===== config.mk =====
export PLATFORM = sky130hd
export DESIGN_NAME = par_loader
export DESIGN_NICKNAME = d
export VERILOG_FILES = /design/src/rtl/par_loader.sv
export SDC_FILE = /design/constraint.sdc
export NUM_CORES = 1
export LEC_CHECK = 0
export BUFFER_PORTS_ARGS = -buffer_cell sky130_fd_sc_hd__clkbuf_2
export CAP_MARGIN = 5
export CORE_AREA = 5 5 80 82
export CTS_BUF_LIST = sky130_fd_sc_hd__clkbuf_4
export CTS_CLUSTER_DIAMETER = 120
export CTS_CLUSTER_SIZE = 10
export DETAILED_ROUTE_END_ITERATION = 10
export DIE_AREA = 0 0 85 87
export PLACE_DENSITY_LB_ADDON = 0.12
export SLEW_MARGIN = 25
export SYNTH_ARGS = -nofsm -noshare
export SYNTH_HDL_FRONTEND = slang
export SYNTH_SLANG_ARGS = --single-unit

===== constraint.sdc =====
create_clock -name Clk_CI -period 2.1 [get_ports Clk_CI]
set_input_delay 0.21 -clock Clk_CI [delete_from_list [all_inputs] [get_ports Clk_CI]]
set_output_delay 0.21 -clock Clk_CI [all_outputs]
set_load 0.005 [all_outputs]

===== src/rtl/par_loader.sv =====
`default_nettype none
// ============================================================================
//  Module      : par_loader
//  Description : Serial-to-parallel coefficient loader. Receives a framed,
//                MSB-first bit-serial stream (start address, count C, then
//                C+1 data words) and issues one single-cycle write per
//                assembled word on the WrEn/Addr/PAR bus of the NYQ
//                coefficient memory.
//
//  Ports
//    Clk_CI        in   1            system clock, rising edge
//    Rst_RBI       in   1            synchronous active-low reset
//    Ser_Frame_SI  in   1            frame enable, high for whole transfer
//    Ser_Valid_SI  in   1            Ser_Data_DI carries a bit this cycle
//    Ser_Data_DI   in   1            serial bit, MSB first
//    WrEn_SO       out  1            write strobe, one cycle per word
//    Addr_DO       out  ADDR_WIDTH   write address
//    PAR_Out_DO    out  MEM_WIDTH    write data
//    Busy_SO       out  1            frame in progress (header or data)
//    Done_SO       out  1            one-cycle pulse, frame completed
//    Err_SO        out  1            one-cycle pulse, frame aborted
//
//  Revision    : 1.0  initial release
// ============================================================================
module par_loader #(
    parameter int ADDR_WIDTH = 6,
    parameter int MEM_WIDTH  = 24
) (
    input  logic                  Clk_CI,
    input  logic                  Rst_RBI,
    input  logic                  Ser_Frame_SI,
    input  logic                  Ser_Valid_SI,
    input  logic                  Ser_Data_DI,
    output logic                  WrEn_SO,
    output logic [ADDR_WIDTH-1:0] Addr_DO,
    output logic [MEM_WIDTH-1:0]  PAR_Out_DO,
    output logic                  Busy_SO,
    output logic                  Done_SO,
    output logic                  Err_SO
);

    localparam int c_HDR_BITS = 2 * ADDR_WIDTH;
    // One shift register serves both header and data words.
    localparam int c_SR_W     = (MEM_WIDTH > c_HDR_BITS) ? MEM_WIDTH : c_HDR_BITS;
    localparam int c_CNT_W    = $clog2(c_SR_W);

    localparam logic [c_CNT_W-1:0]    c_HDR_LAST  = c_CNT_W'(c_HDR_BITS - 1);
    localparam logic [c_CNT_W-1:0]    c_WORD_LAST = c_CNT_W'(MEM_WIDTH - 1);
    localparam logic [c_CNT_W-1:0]    c_CNT_ONE   = c_CNT_W'(1);
    localparam logic [ADDR_WIDTH-1:0] c_ADDR_ONE  = ADDR_WIDTH'(1);

    localparam logic [1:0] S_IDLE    = 2'd0;
    localparam logic [1:0] S_HDR     = 2'd1;
    localparam logic [1:0] S_DATA    = 2'd2;
    localparam logic [1:0] S_WAITLOW = 2'd3;

    // ------------------------------------------------------------------
    // Registers
    // ------------------------------------------------------------------
    logic [1:0]            r_state;
    // Holds the previous c_SR_W-1 bits; the incoming bit completes a field.
    logic [c_SR_W-2:0]     r_sr;
    logic [c_CNT_W-1:0]    r_bit_cnt;
    logic [ADDR_WIDTH-1:0] r_addr;
    logic [ADDR_WIDTH-1:0] r_words_left;
    logic                  r_wr_en;
    logic [ADDR_WIDTH-1:0] r_addr_out;
    logic [MEM_WIDTH-1:0]  r_par;
    logic                  r_busy;
    logic                  r_done;
    logic                  r_err;

    // ------------------------------------------------------------------
    // Next-state values
    // ------------------------------------------------------------------
    logic [c_SR_W-1:0]     w_sr_shift;
    logic [1:0]            w_state_nx;
    logic [c_SR_W-2:0]     w_sr_nx;
    logic [c_CNT_W-1:0]    w_bit_cnt_nx;
    logic [ADDR_WIDTH-1:0] w_addr_nx;
    logic [ADDR_WIDTH-1:0] w_words_left_nx;
    logic                  w_wr_en_nx;
    logic [ADDR_WIDTH-1:0] w_addr_out_nx;
    logic [MEM_WIDTH-1:0]  w_par_nx;
    logic                  w_busy_nx;
    logic                  w_done_nx;
    logic                  w_err_nx;

    always_comb begin
        w_sr_shift      = {r_sr, Ser_Data_DI};
        w_state_nx      = r_state;
        w_sr_nx         = r_sr;
        w_bit_cnt_nx    = r_bit_cnt;
        w_addr_nx       = r_addr;
        w_words_left_nx = r_words_left;
        w_wr_en_nx      = 1'b0;
        w_addr_out_nx   = r_addr_out;
        w_par_nx        = r_par;
        w_busy_nx       = r_busy;
        w_done_nx       = 1'b0;
        w_err_nx        = 1'b0;

        case (r_state)
            S_IDLE: begin
                if (Ser_Frame_SI) begin
                    w_state_nx = S_HDR;
                    w_busy_nx  = 1'b1;
                    // A bit arriving with the frame edge is header bit 0.
                    if (Ser_Valid_SI) begin
                        w_sr_nx      = w_sr_shift[c_SR_W-2:0];
                        w_bit_cnt_nx = c_CNT_ONE;
                    end
                end
            end

            S_HDR, S_DATA: begin
                if (!Ser_Frame_SI) begin
                    // Abort: partial field is dropped, earlier writes stand.
                    w_state_nx   = S_IDLE;
                    w_err_nx     = 1'b1;
                    w_busy_nx    = 1'b0;
                    w_sr_nx      = '0;
                    w_bit_cnt_nx = '0;
                end else if (Ser_Valid_SI) begin
                    w_sr_nx = w_sr_shift[c_SR_W-2:0];
                    if (r_state == S_HDR) begin
                        if (r_bit_cnt == c_HDR_LAST) begin
                            w_addr_nx       = w_sr_shift[c_HDR_BITS-1:ADDR_WIDTH];
                            w_words_left_nx = w_sr_shift[ADDR_WIDTH-1:0];
                            w_bit_cnt_nx    = '0;
                            w_state_nx      = S_DATA;
                        end else begin
                            w_bit_cnt_nx = r_bit_cnt + c_CNT_ONE;
                        end
                    end else begin
                        if (r_bit_cnt == c_WORD_LAST) begin
                            w_bit_cnt_nx  = '0;
                            w_wr_en_nx    = 1'b1;
                            w_addr_out_nx = r_addr;
                            w_par_nx      = w_sr_shift[MEM_WIDTH-1:0];
                            // Address wraps naturally at 2^ADDR_WIDTH.
                            w_addr_nx     = r_addr + c_ADDR_ONE;
                            // Count field is C, so C+1 words end at zero.
                            if (r_words_left == '0) begin
                                w_done_nx  = 1'b1;
                                w_busy_nx  = 1'b0;
                                w_state_nx = S_WAITLOW;
                            end else begin
                                w_words_left_nx = r_words_left - c_ADDR_ONE;
                            end
                        end else begin
                            w_bit_cnt_nx = r_bit_cnt + c_CNT_ONE;
                        end
                    end
                end
            end

            S_WAITLOW: begin
                // Trailing bits are ignored until the frame drops.
                if (!Ser_Frame_SI) begin
                    w_state_nx = S_IDLE;
                end
            end

            default: begin
                w_state_nx = S_IDLE;
            end
        endcase
    end

    always_ff @(posedge Clk_CI) begin
        if (!Rst_RBI) begin
            r_state      <= S_IDLE;
            r_sr         <= '0;
            r_bit_cnt    <= '0;
            r_addr       <= '0;
            r_words_left <= '0;
            r_wr_en      <= 1'b0;
            r_addr_out   <= '0;
            r_par        <= '0;
            r_busy       <= 1'b0;
            r_done       <= 1'b0;
            r_err        <= 1'b0;
        end else begin
            r_state      <= w_state_nx;
            r_sr         <= w_sr_nx;
            r_bit_cnt    <= w_bit_cnt_nx;
            r_addr       <= w_addr_nx;
            r_words_left <= w_words_left_nx;
            r_wr_en      <= w_wr_en_nx;
            r_addr_out   <= w_addr_out_nx;
            r_par        <= w_par_nx;
            r_busy       <= w_busy_nx;
            r_done       <= w_done_nx;
            r_err        <= w_err_nx;
        end
    end

    assign WrEn_SO    = r_wr_en;
    assign Addr_DO    = r_addr_out;
    assign PAR_Out_DO = r_par;
    assign Busy_SO    = r_busy;
    assign Done_SO    = r_done;
    assign Err_SO     = r_err;

endmodule
`default_nettype wire


Word level (Yosys, flattened, before mapping)
Cells that the tools add are included.
{"block": "word_totals", "output_inout_bits": 34, "reg_bits": 76, "inputBits": 5, "elab_cells": 90}
{"block": "classes", "add_sub_neg": 3, "mux": 38, "bitwise_logic": 6, "n_eq_ne": 17, "n_reduce_logical": 15}
{"operator": "2-to-1 mux 23 bit", "n": 3}
{"operator": "one-hot mux 23 bit (2 select lines)", "n": 1}
{"operator": "2-to-1 mux 6 bit", "n": 7}
{"operator": "2-to-1 mux 5 bit", "n": 7}
{"operator": "AND reduction 6 bit", "n": 3}
{"operator": "2-to-1 mux 2 bit", "n": 8}
{"operator": "!= test 3 bit, second input constant", "n": 4}
{"operator": "!= test 4 bit, second input constant", "n": 3}
{"operator": "one-hot mux 5 bit (2 select lines)", "n": 1}
{"operator": "AND reduction 5 bit", "n": 2}
{"operator": "2-to-1 mux 1 bit", "n": 9}
{"operator": "!= test 2 bit, second input constant", "n": 4}
{"operator": "adder 6 x 1 -> 6 bit, second input constant", "n": 1}
{"operator": "zero test 6 bit", "n": 1}
{"operator": "inverter 1 bit", "n": 6}
{"operator": "one-hot mux 2 bit (3 select lines)", "n": 1}
{"operator": "OR reduction 6 bit", "n": 1}
{"operator": "subtractor 6 x 1 -> 6 bit, second input constant", "n": 1}
{"operator": "adder 5 x 1 -> 5 bit, second input constant", "n": 1}
{"operator": "== test 5 x 4 -> 1 bit, second input constant", "n": 1}
{"operator": "== test 5 bit, second input constant", "n": 1}
{"operator": "OR reduction 5 bit", "n": 1}
{"operator": "== test 2 bit, second input constant", "n": 2}
{"operator": "AND reduction 2 bit", "n": 2}
{"operator": "7 further kinds", "n": 8}

Logic depth before layout (Yosys ltp)
Gate-level depths: netlist of run 1.
{"block": "logic_depth", "ltp_word": 7, "depth_mapped": 9, "ltp_nobuf": 6}

Worst setup path after synthesis of run 1
OpenSTA, ideal clock, no wires.
{"block": "synth_path", "path_kind": "register -> register", "from": "register r_state[1]", "to": "register r_bit_cnt[1]", "slack_ps": 192, "stages_incl_launch_ff": 10, "required_ps": 1972, "n_path_buf": 3, "synth_period_minus_slack_ps": 1908, "arrival_ps": 1780, "setup_ps": 128, "cell_sequence": "dfxtp_1 > inv_1 > ha_1 > clkbuf_1 > nor2_1 > a21o_1 > clkbuf_1 > clkbuf_1 > a32oi_1 > nor2_1"}
{"block": "synth_between", "elab_chain_cells": 5, "elab_cells_between_ends": 13, "cone_classes": "5 x eq/ne; 4 x mux; 4 x reduce/logical"}
{"element": "start, declared", "line_no": "60", "text": "logic [1:0] r_state;"}
{"element": "start signal, assigned", "line_no": "185", "text": "r_state <= w_state_nx;"}
{"element": "== test 2 x 1 -> 1 bit", "line_no": "103, 126"}
{"element": "2-to-1 mux 5 bit", "line_no": "126", "text": "if (r_state == S_HDR) begin"}
{"element": "2-to-1 mux 5 bit", "line_no": "124", "text": "end else if (Ser_Valid_SI) begin"}
{"element": "2-to-1 mux 5 bit", "line_no": "117", "text": "if (!Ser_Frame_SI) begin"}
{"element": "one-hot mux 5 bit (2 select lines)", "line_no": "103", "text": "case (r_state)"}
{"element": "end signal, assigned", "line_no": "187", "text": "r_bit_cnt <= w_bit_cnt_nx;"}
{"element": "end, declared", "line_no": "63", "text": "logic [c_CNT_W-1:0] r_bit_cnt;"}
Several ways; a longest one is shown, not always the timed one. The select of a mux whose other input is x is not followed.
A chain may end at the register's enable or synchronous reset.

Final worst setup path of run 1
{"block": "layout_path", "from": "register r_state[1]", "to": "register r_words_left[4]"}
{"block": "layout_between", "elab_chain_cells": 3, "elab_cells_between_ends": 8, "cone_classes": "4 x eq/ne; 1 x mux; 3 x reduce/logical"}
{"element": "== test 2 x 1 -> 1 bit or == test 2 bit (tied branches)", "line_no": "103, 126"}
{"element": "!= test 2 bit (no source line), or another cell as far along"}
{"element": "AND reduction 6 bit (no source line)"}
{"element": "end signal, assigned", "line_no": "189", "text": "r_words_left <= w_words_left_nx;"}
{"element": "end, declared", "line_no": "65", "text": "logic [ADDR_WIDTH-1:0] r_words_left;"}
Several ways; a longest one is shown, not always the timed one.

==> flow_metrics.env, run 1 <==
export IMPL_status="finished clean"
export IMPL_start_util=0.5677
export IMPL_min_period_ns=1.939
export IMPL_ios=39
export IMPL_htree_levels=3
export IMPL_min_from="Ser_Data_DI"
export IMPL_cpPeakStageDelay_ns=0.38
export IMPL_grt_use_total=0.2009
export IMPL_r2r_start="r_state[1]$_SDFFE_PN0P_"
export IMPL_core_area_mm2=0.005675
export IMPL_rows=28
export IMPL_worstPathCellList="inv_1 -> ha_2 -> and4bb_2 -> o211ai_1 -> buf_4 -> o311ai_0 -> o31ai_1"
export IMPL_slew_headroom=0.5808
export IMPL_ys_flop_type="dfxtp_1"
export IMPL_worstPathRequired_ns=2.40
export IMPL_crit_type="reg2reg"
export IMPL_grt_pass1_wl_um=12070
export IMPL_ys_seq_elements=76
export IMPL_yosysWarnings=0
export IMPL_peakVddDrop_uv=454.5
export IMPL_cp_start_kind="register"
export IMPL_dieWidth_um=85
export IMPL_p_int_w=0.002024
export IMPL_routed_wl_um=7112
export IMPL_clk_latency_ns=0.41
export IMPL_crit_family="compound AO/OA/AOI/OAI gates"
export IMPL_drv_cap=0
export IMPL_crit_path_top_delay_cell="dfxtp_2"
export IMPL_route_vias_total=2863
export IMPL_end_kind="register"
export IMPL_area_growth_pct=14.41
export IMPL_pre_cts_slack_ns=0.07830
export IMPL_yosysSeqAreaShare=0.4722
export IMPL_via_per_inst=5.647
export IMPL_p_per_area_mw_per_mm2=728.3
export IMPL_die_h_um=87
export IMPL_clkPwrFrac=0.372
export IMPL_synth_edff_count=0
export IMPL_seq_area_mm2=0.001523
export IMPL_nNetsFinal=440
export IMPL_cts_buffers=9
export IMPL_tightest_slew_ns=0.6222
export IMPL_power_leakage_nw=1.376
export IMPL_fin_crit_sh=0.9232
export IMPL_grt_max_degree=35
export IMPL_dieArea_mm2=0.007395
export IMPL_cts_buffer_depth=2
export IMPL_n_antenna_cell=0
export IMPL_p_switching_w=0.0006602
export IMPL_cts_tree="yes"
export IMPL_async_reset_ff_frac=0
export IMPL_max_clock_freq_mhz=515.8
export IMPL_drt_initial_drc_count=146
export IMPL_critPathBufInv=2
export IMPL_maxSlewViolCount=0
export IMPL_power_w=0.002685
export IMPL_io_buffer_count=38
export IMPL_tns_ns=0
export IMPL_first_pass_iters=5
export IMPL_startpoint="r_state[1]$_SDFFE_PN0P_"
export IMPL_netlist_area_mm2=0.003222
export IMPL_power_frac_seq=0.544
export IMPL_worstPathArrival_ns=2.24
export IMPL_cp_max_fo=19
export IMPL_hpwl_um=4715
export IMPL_p_comb_frac=0.084
export IMPL_synth_nets=405
export IMPL_antenna_found_initial=0
export IMPL_layout_drive_gt1_share=0.1852
export IMPL_hp_class="in2reg"
export IMPL_finalClockSkew_ns=0.01371
export IMPL_cts_sinks=76
export IMPL_finalSetupViolations=0
export IMPL_gp_congestion=0.8643
export IMPL_synth_cell_types=43
export IMPL_multiInputGateArea_mm2=0.001560
export IMPL_post_route_worst_setup_slack_ns=0.1612
export IMPL_wl_per_cell_um=14.03
export IMPL_drc=0
export IMPL_grt_overflow=0
export IMPL_placed_cell_area_mm2=0.003518
export IMPL_nFillCells=512
export IMPL_hold_viol=0
export IMPL_cts_root_buf="clkbuf_4"
export IMPL_fin_area_mm2=0.003686
export IMPL_switching_share=0.2459
export IMPL_synth_area_per_cell_um2=8.219
export IMPL_grt_pass1_vias=2616
export IMPL_cts_setup_buffers=0
export IMPL_final_antenna_net_count=0
export IMPL_clk_pin_slew_worst_paths_ns=0.12
export IMPL_postCtsHoldBufs=0
export IMPL_netlist_instances=392
-- per-layer routing --
metal / up-vias / track usage / part of all wire
li1: 1453 / - / -
met1: 1316 / 0.2748 / 0.48
met2: 83 / 0.3100 / 0.45
met3: 11 / 0.03974 / 0.050
met4: 0 / 0.08489 / 0.016
met5: - / 0 / 0
-- area by class of cell --
type                    count  area share
multi-input cells         278      0.4233
flip-flops and latches     76      0.4131
repair buffers             52     0.08350
well taps                  75     0.02546
clock inverters             6     0.02410
clock buffers              10     0.02037
inverters                  10     0.01018
-- synthesized netlist by cell type (2+ instances only) --
master     n  share of area
a21o_1     3         0.0070
a21oi_1   48          0.075
a22oi_1   24          0.056
a31oi_1    6          0.012
a32oi_1    3         0.0082
and3_1     2         0.0039
and3b_1    2         0.0054
and4bb_2   2         0.0078
buf_2      4         0.0062
clkbuf_1  24          0.028
dfxtp_1   76           0.47
ha_1       8          0.031
inv_1      9          0.010
nand2_1   74          0.086
nand2b_1   3         0.0058
nand3_1    7          0.011
nand4_1    2         0.0039
nor2_1    40          0.047
nor2b_1    4         0.0078
nor3_1     4         0.0062
o211ai_1   3         0.0070
o21ai_0   11          0.017
o311ai_0   4          0.011
o31ai_1    5          0.012
or2_2      2         0.0039
or3_1      3         0.0058
or3_4      2         0.0070
or4_1      2         0.0047
-- per-stage QoR --
step | util | hold WS [ns] | cells
after floorplan | - | 0.3460 | 392
after global placement | 0.6199 | 0.4415 | 491
after detailed placement | 0.6199 | 0.4459 | 491
after CTS | 0.6488 | 0.04519 | 507
after global routing | 0.6495 | 0.04697 | 507
final | 0.6495 | 0.06819 | 507
-- cells in the final DEF, fill, tap and decap left out, drive strengths merged, types with 5 or more instances in the layout --
cell / netlist / final
a21oi: 48 / 48
a22oi: 24 / 24
a31oi: 6 / 6
buf: 4 / 14
clkbuf: 24 / 48
dfxtp: 76 / 76
ha: 8 / 8
inv: 9 / 9
nand2: 74 / 74
nand3: 7 / 7
nor2: 40 / 40
o21ai: 11 / 11
o31ai: 5 / 5
or3: 5 / 5
-- timing repair --
item | 4_1_cts | 5_1_grt
gates resized for setup | 0 | 2
endpoints found under the setup margin | 0 | 9
hold endpoints to repair | 0 | 0
-- power groups by stage --
stage                     sequential [W]  clock, W  combinational [W]
after floorplan                  0.00149         0           0.000155
after global placement           0.00149         0           0.000217
after detailed placement         0.00149         0           0.000220
after CTS                        0.00146   0.00103           0.000221
after global routing             0.00146   0.00109           0.000245
final                            0.00146   0.00100           0.000225
-- kinds of logic after synthesis --
group	count (synthesis)	synth area share
AOI/OAI and AO/OA	115	0.2291
and+or+nand+nor	153	0.2151
DFF	76	0.4722
muxes	2	0.006602
buffers and inverters	38	0.04582
adders and majority gates	8	0.03107
-- registers in the layout (all words and copies together), names as in the netlist --
name and flops:
Addr_DO 6, Busy_SO 1, Done_SO 1, Err_SO 1, PAR_Out_DO 24, WrEn_SO 1, r_addr 6, r_bit_cnt 5
r_sr 23, r_state 2, r_words_left 6
-- worst reg2reg max path, stage by stage (launching register included) --
cell	delay [ns]
dfxtp_2	0.38
inv_1	0.09
ha_2	0.22
and4bb_2	0.31
o211ai_1	0.12
buf_4	0.23
o311ai_0	0.37
o31ai_1	0.12
-- path summary, 6_finish.rpt --
kind / depth (start not counted) / endpoint / slack, ns
setup reg to reg: 7 / r_words_left[4]$_SDFFE_PN0P_ / 0.16
hold reg to reg: 2 / PAR_Out_DO[20]$_SDFFE_PN0P_ / 0.46
hold / removal: 3 / PAR_Out_DO[0]$_SDFFE_PN0P_ / 0.07
setup / recovery: 7 / r_words_left[4]$_SDFFE_PN0P_ / 0.16
Note: power is estimated with default switching activity, not from simulation.
==> run 2: changes to the inputs <==
--- a/config.mk
+++ b/config.mk
@@ -7,12 +7,12 @@
 export LEC_CHECK = 0
 export BUFFER_PORTS_ARGS = -buffer_cell sky130_fd_sc_hd__clkbuf_2
 export CAP_MARGIN = 5
-export CORE_AREA = 5 5 80 82
-export CTS_BUF_LIST = sky130_fd_sc_hd__clkbuf_4
+export CORE_AREA = 5 5 82 84
+export CTS_BUF_LIST = sky130_fd_sc_hd__clkbuf_4 sky130_fd_sc_hd__clkbuf_8 sky130_fd_sc_hd__clkbuf_16
 export CTS_CLUSTER_DIAMETER = 120
 export CTS_CLUSTER_SIZE = 10
 export DETAILED_ROUTE_END_ITERATION = 10
-export DIE_AREA = 0 0 85 87
+export DIE_AREA = 0 0 87 89
 export PLACE_DENSITY_LB_ADDON = 0.12
 export SLEW_MARGIN = 25
 export SYNTH_ARGS = -nofsm -noshare
==> run 2 against run 1 <==
Critical endpoint unchanged. Sequential cell count unchanged. Maximum frequency shrank 1.5%. Global-route usage increased by 0.20 points. Clock skew down 0.0037 ns. Critical path depth stayed put. Clock power up 33%. Combinational power is essentially flat.
==> flow_metrics.env, run 2 (synthesis gave the netlist of run 1 again) <==
export IMPL_status="finished clean"
export IMPL_mostFrequentLayoutCells="dfxtp_1 (76), nand2_1 (74), a21oi_1 (48), nor2_1 (40), clkbuf_2 (38)"
export IMPL_rr_worst_depth=7
export IMPL_cp_start_kind="register"
export IMPL_r2r_start="r_state[1]$_SDFFE_PN0P_"
export IMPL_cts_root_buf="clkbuf_8"
export IMPL_cts_buffers=9
export IMPL_min_period_ns=1.969
export IMPL_drv_cap=0
export IMPL_core_area_mm2=0.005851
export IMPL_finalSetupViolations=0
export IMPL_dieArea_mm2=0.007743
export IMPL_htree_levels=3
export IMPL_clk_pin_slew_worst_paths_ns=0.08
export IMPL_crit_cells=7
export IMPL_crit_path_top_delay_cell="dfxtp_1"
export IMPL_post_route_worst_setup_slack_ns=0.1315
export IMPL_antenna_found_initial=0
export IMPL_rows=28
export IMPL_first_pass_iters=4
export IMPL_maxSlewViolCount=0
export IMPL_drt_initial_drc_count=114
export IMPL_worstPathArrival_ns=2.23
export IMPL_largest_register_ffs=24
export IMPL_final_common_cell="dfxtp_1"
export IMPL_route_vias_total=2823
export IMPL_final_antenna_net_count=0
export IMPL_max_clock_freq_mhz=508.0
export IMPL_routed_wl_um=7137
export IMPL_ios=39
export IMPL_tns_ns=0
export IMPL_pre_cts_slack_ns=0.1352
export IMPL_crit_type="reg2reg"
export IMPL_grt_pass1_vias=2655
export IMPL_cts_setup_buffers=0
export IMPL_peakVddDrop_uv=562.8
export IMPL_fin_crit_sh=0.9374
export IMPL_cts_buffer_depth=2
export IMPL_die_h_um=89
export IMPL_nNetsFinal=441
export IMPL_finalClockSkew_ns=0.01005
export IMPL_rsz0062_at_grt="no"
export IMPL_grt_use_total=0.2029
export IMPL_nFillCells=504
export IMPL_critPathCapture="r_words_left[4]$_SDFFE_PN0P_"
export IMPL_p_per_area_mw_per_mm2=796.5
export IMPL_drc=0
export IMPL_wl_per_cell_um=14.08
export IMPL_hold_viol=0
export IMPL_hp_class="in2reg"
export IMPL_start_util=0.5507
export IMPL_hpwl_um=4719
export IMPL_via_per_inst=5.568
export IMPL_area_growth_pct=17.40
export IMPL_power_w=0.003013
export IMPL_tightest_slew_ns=0.6281
export IMPL_dp_cells=492
export IMPL_grt_pass1_wl_um=12500
export IMPL_cpPeakStageDelay_ns=0.39
export IMPL_crit_family="simple AND/OR/NAND/NOR gates"
export IMPL_final_util=0.6465
export IMPL_io_buffer_count=38
export IMPL_layoutNonFillerInstCount=507
export IMPL_ff2ff_setup_slack_ns=0.13
export IMPL_end_kind="register"
export IMPL_cts_tree="yes"
export IMPL_dieWidth_um=87
export IMPL_worstPathCellList="inv_1 -> ha_1 -> and4bb_2 -> o211ai_1 -> buf_4 -> or2_1 -> o31ai_1"
export IMPL_worstPathRequired_ns=2.36
export IMPL_slew_headroom=0.5768
export IMPL_cp_max_fo=8
export IMPL_layout_drive_gt1_share=0.1829
export IMPL_cts_sinks=76
export IMPL_critPathBufInv=2
export IMPL_startpoint="r_state[1]$_SDFFE_PN0P_"
export IMPL_grt_overflow=0
export IMPL_n_antenna_cell=0
export IMPL_reg2reg_to="r_words_left[4]$_SDFFE_PN0P_"
export IMPL_clk_latency_ns=0.36
export IMPL_grt_max_degree=47
export IMPL_gp_congestion=0.9234
export IMPL_power_leakage_nw=1.422
==> run 2: through the flow <==
stage	cell area (um2)	hold slack [ns]
2_1_floorplan	3222	0.3460
3_3_place_gp	3538	0.4420
3_5_place_dp	3538	0.4481
4_1_cts	3775	0.1242
5_1_grt	3782	0.1477
6_report	3782	0.1386
==> run 2: worst min-delay path: stages <==
cell and delay, ns:
clkbuf_2 0.12, nand2_1 0.07, a21oi_1 0.05
==> run 2: per-layer routing <==
layer,GRT usage,share of wire,vias up
met5,0,0,-
met2,0.3188,0.47,64
met3,0.03502,0.048,13
met4,0.1105,0.018,0
met1,0.2662,0.46,1304
li1,-,-,1442
==> run 2: layout make-up <==
type | instances | area (um2) | share of cell area
repair buffers | 53 | 327.8 | 0.08667
multi-input cells | 278 | 1565 | 0.4138
inverters | 10 | 37.54 | 0.009924
flip-flops and latches | 76 | 1521 | 0.4022
clock buffers | 9 | 123.9 | 0.03275
well taps | 75 | 93.84 | 0.02481
clock inverters | 6 | 112.6 | 0.02977
==> run 2: timing repair <==
item                                    CTS  global route
gates resized for setup                   0             2
endpoints found under the setup margin    0             1
hold buffers                              0             0
==> run 2: where the power goes <==
| group | switching, W | total (W) | internal [W] |
|---|---|---|---|
| logic | 0.000147 | 0.000223 | 0.0000760 |
| registers | 0.00000800 | 0.00146 | 0.00145 |
| clock network | 0.000545 | 0.00133 | 0.000787 |
==> run 2: worst min path at each step <==
stage	from	to	slack, ns	cells after the start
4_1_cts	Ser_Data_DI	PAR_Out_DO[0]$_SDFFE_PN0P_	0.12	3
3_5_place_dp	PAR_Out_DO[22]$_SDFFE_PN0P_	PAR_Out_DO[22]$_SDFFE_PN0P_	0.45	2
2_1_floorplan	Ser_Data_DI	PAR_Out_DO[0]$_SDFFE_PN0P_	0.35	2
6_report	Ser_Data_DI	PAR_Out_DO[0]$_SDFFE_PN0P_	0.14	3
5_1_grt	Ser_Data_DI	PAR_Out_DO[0]$_SDFFE_PN0P_	0.15	3
3_3_place_gp	PAR_Out_DO[19]$_SDFFE_PN0P_	PAR_Out_DO[19]$_SDFFE_PN0P_	0.44	2
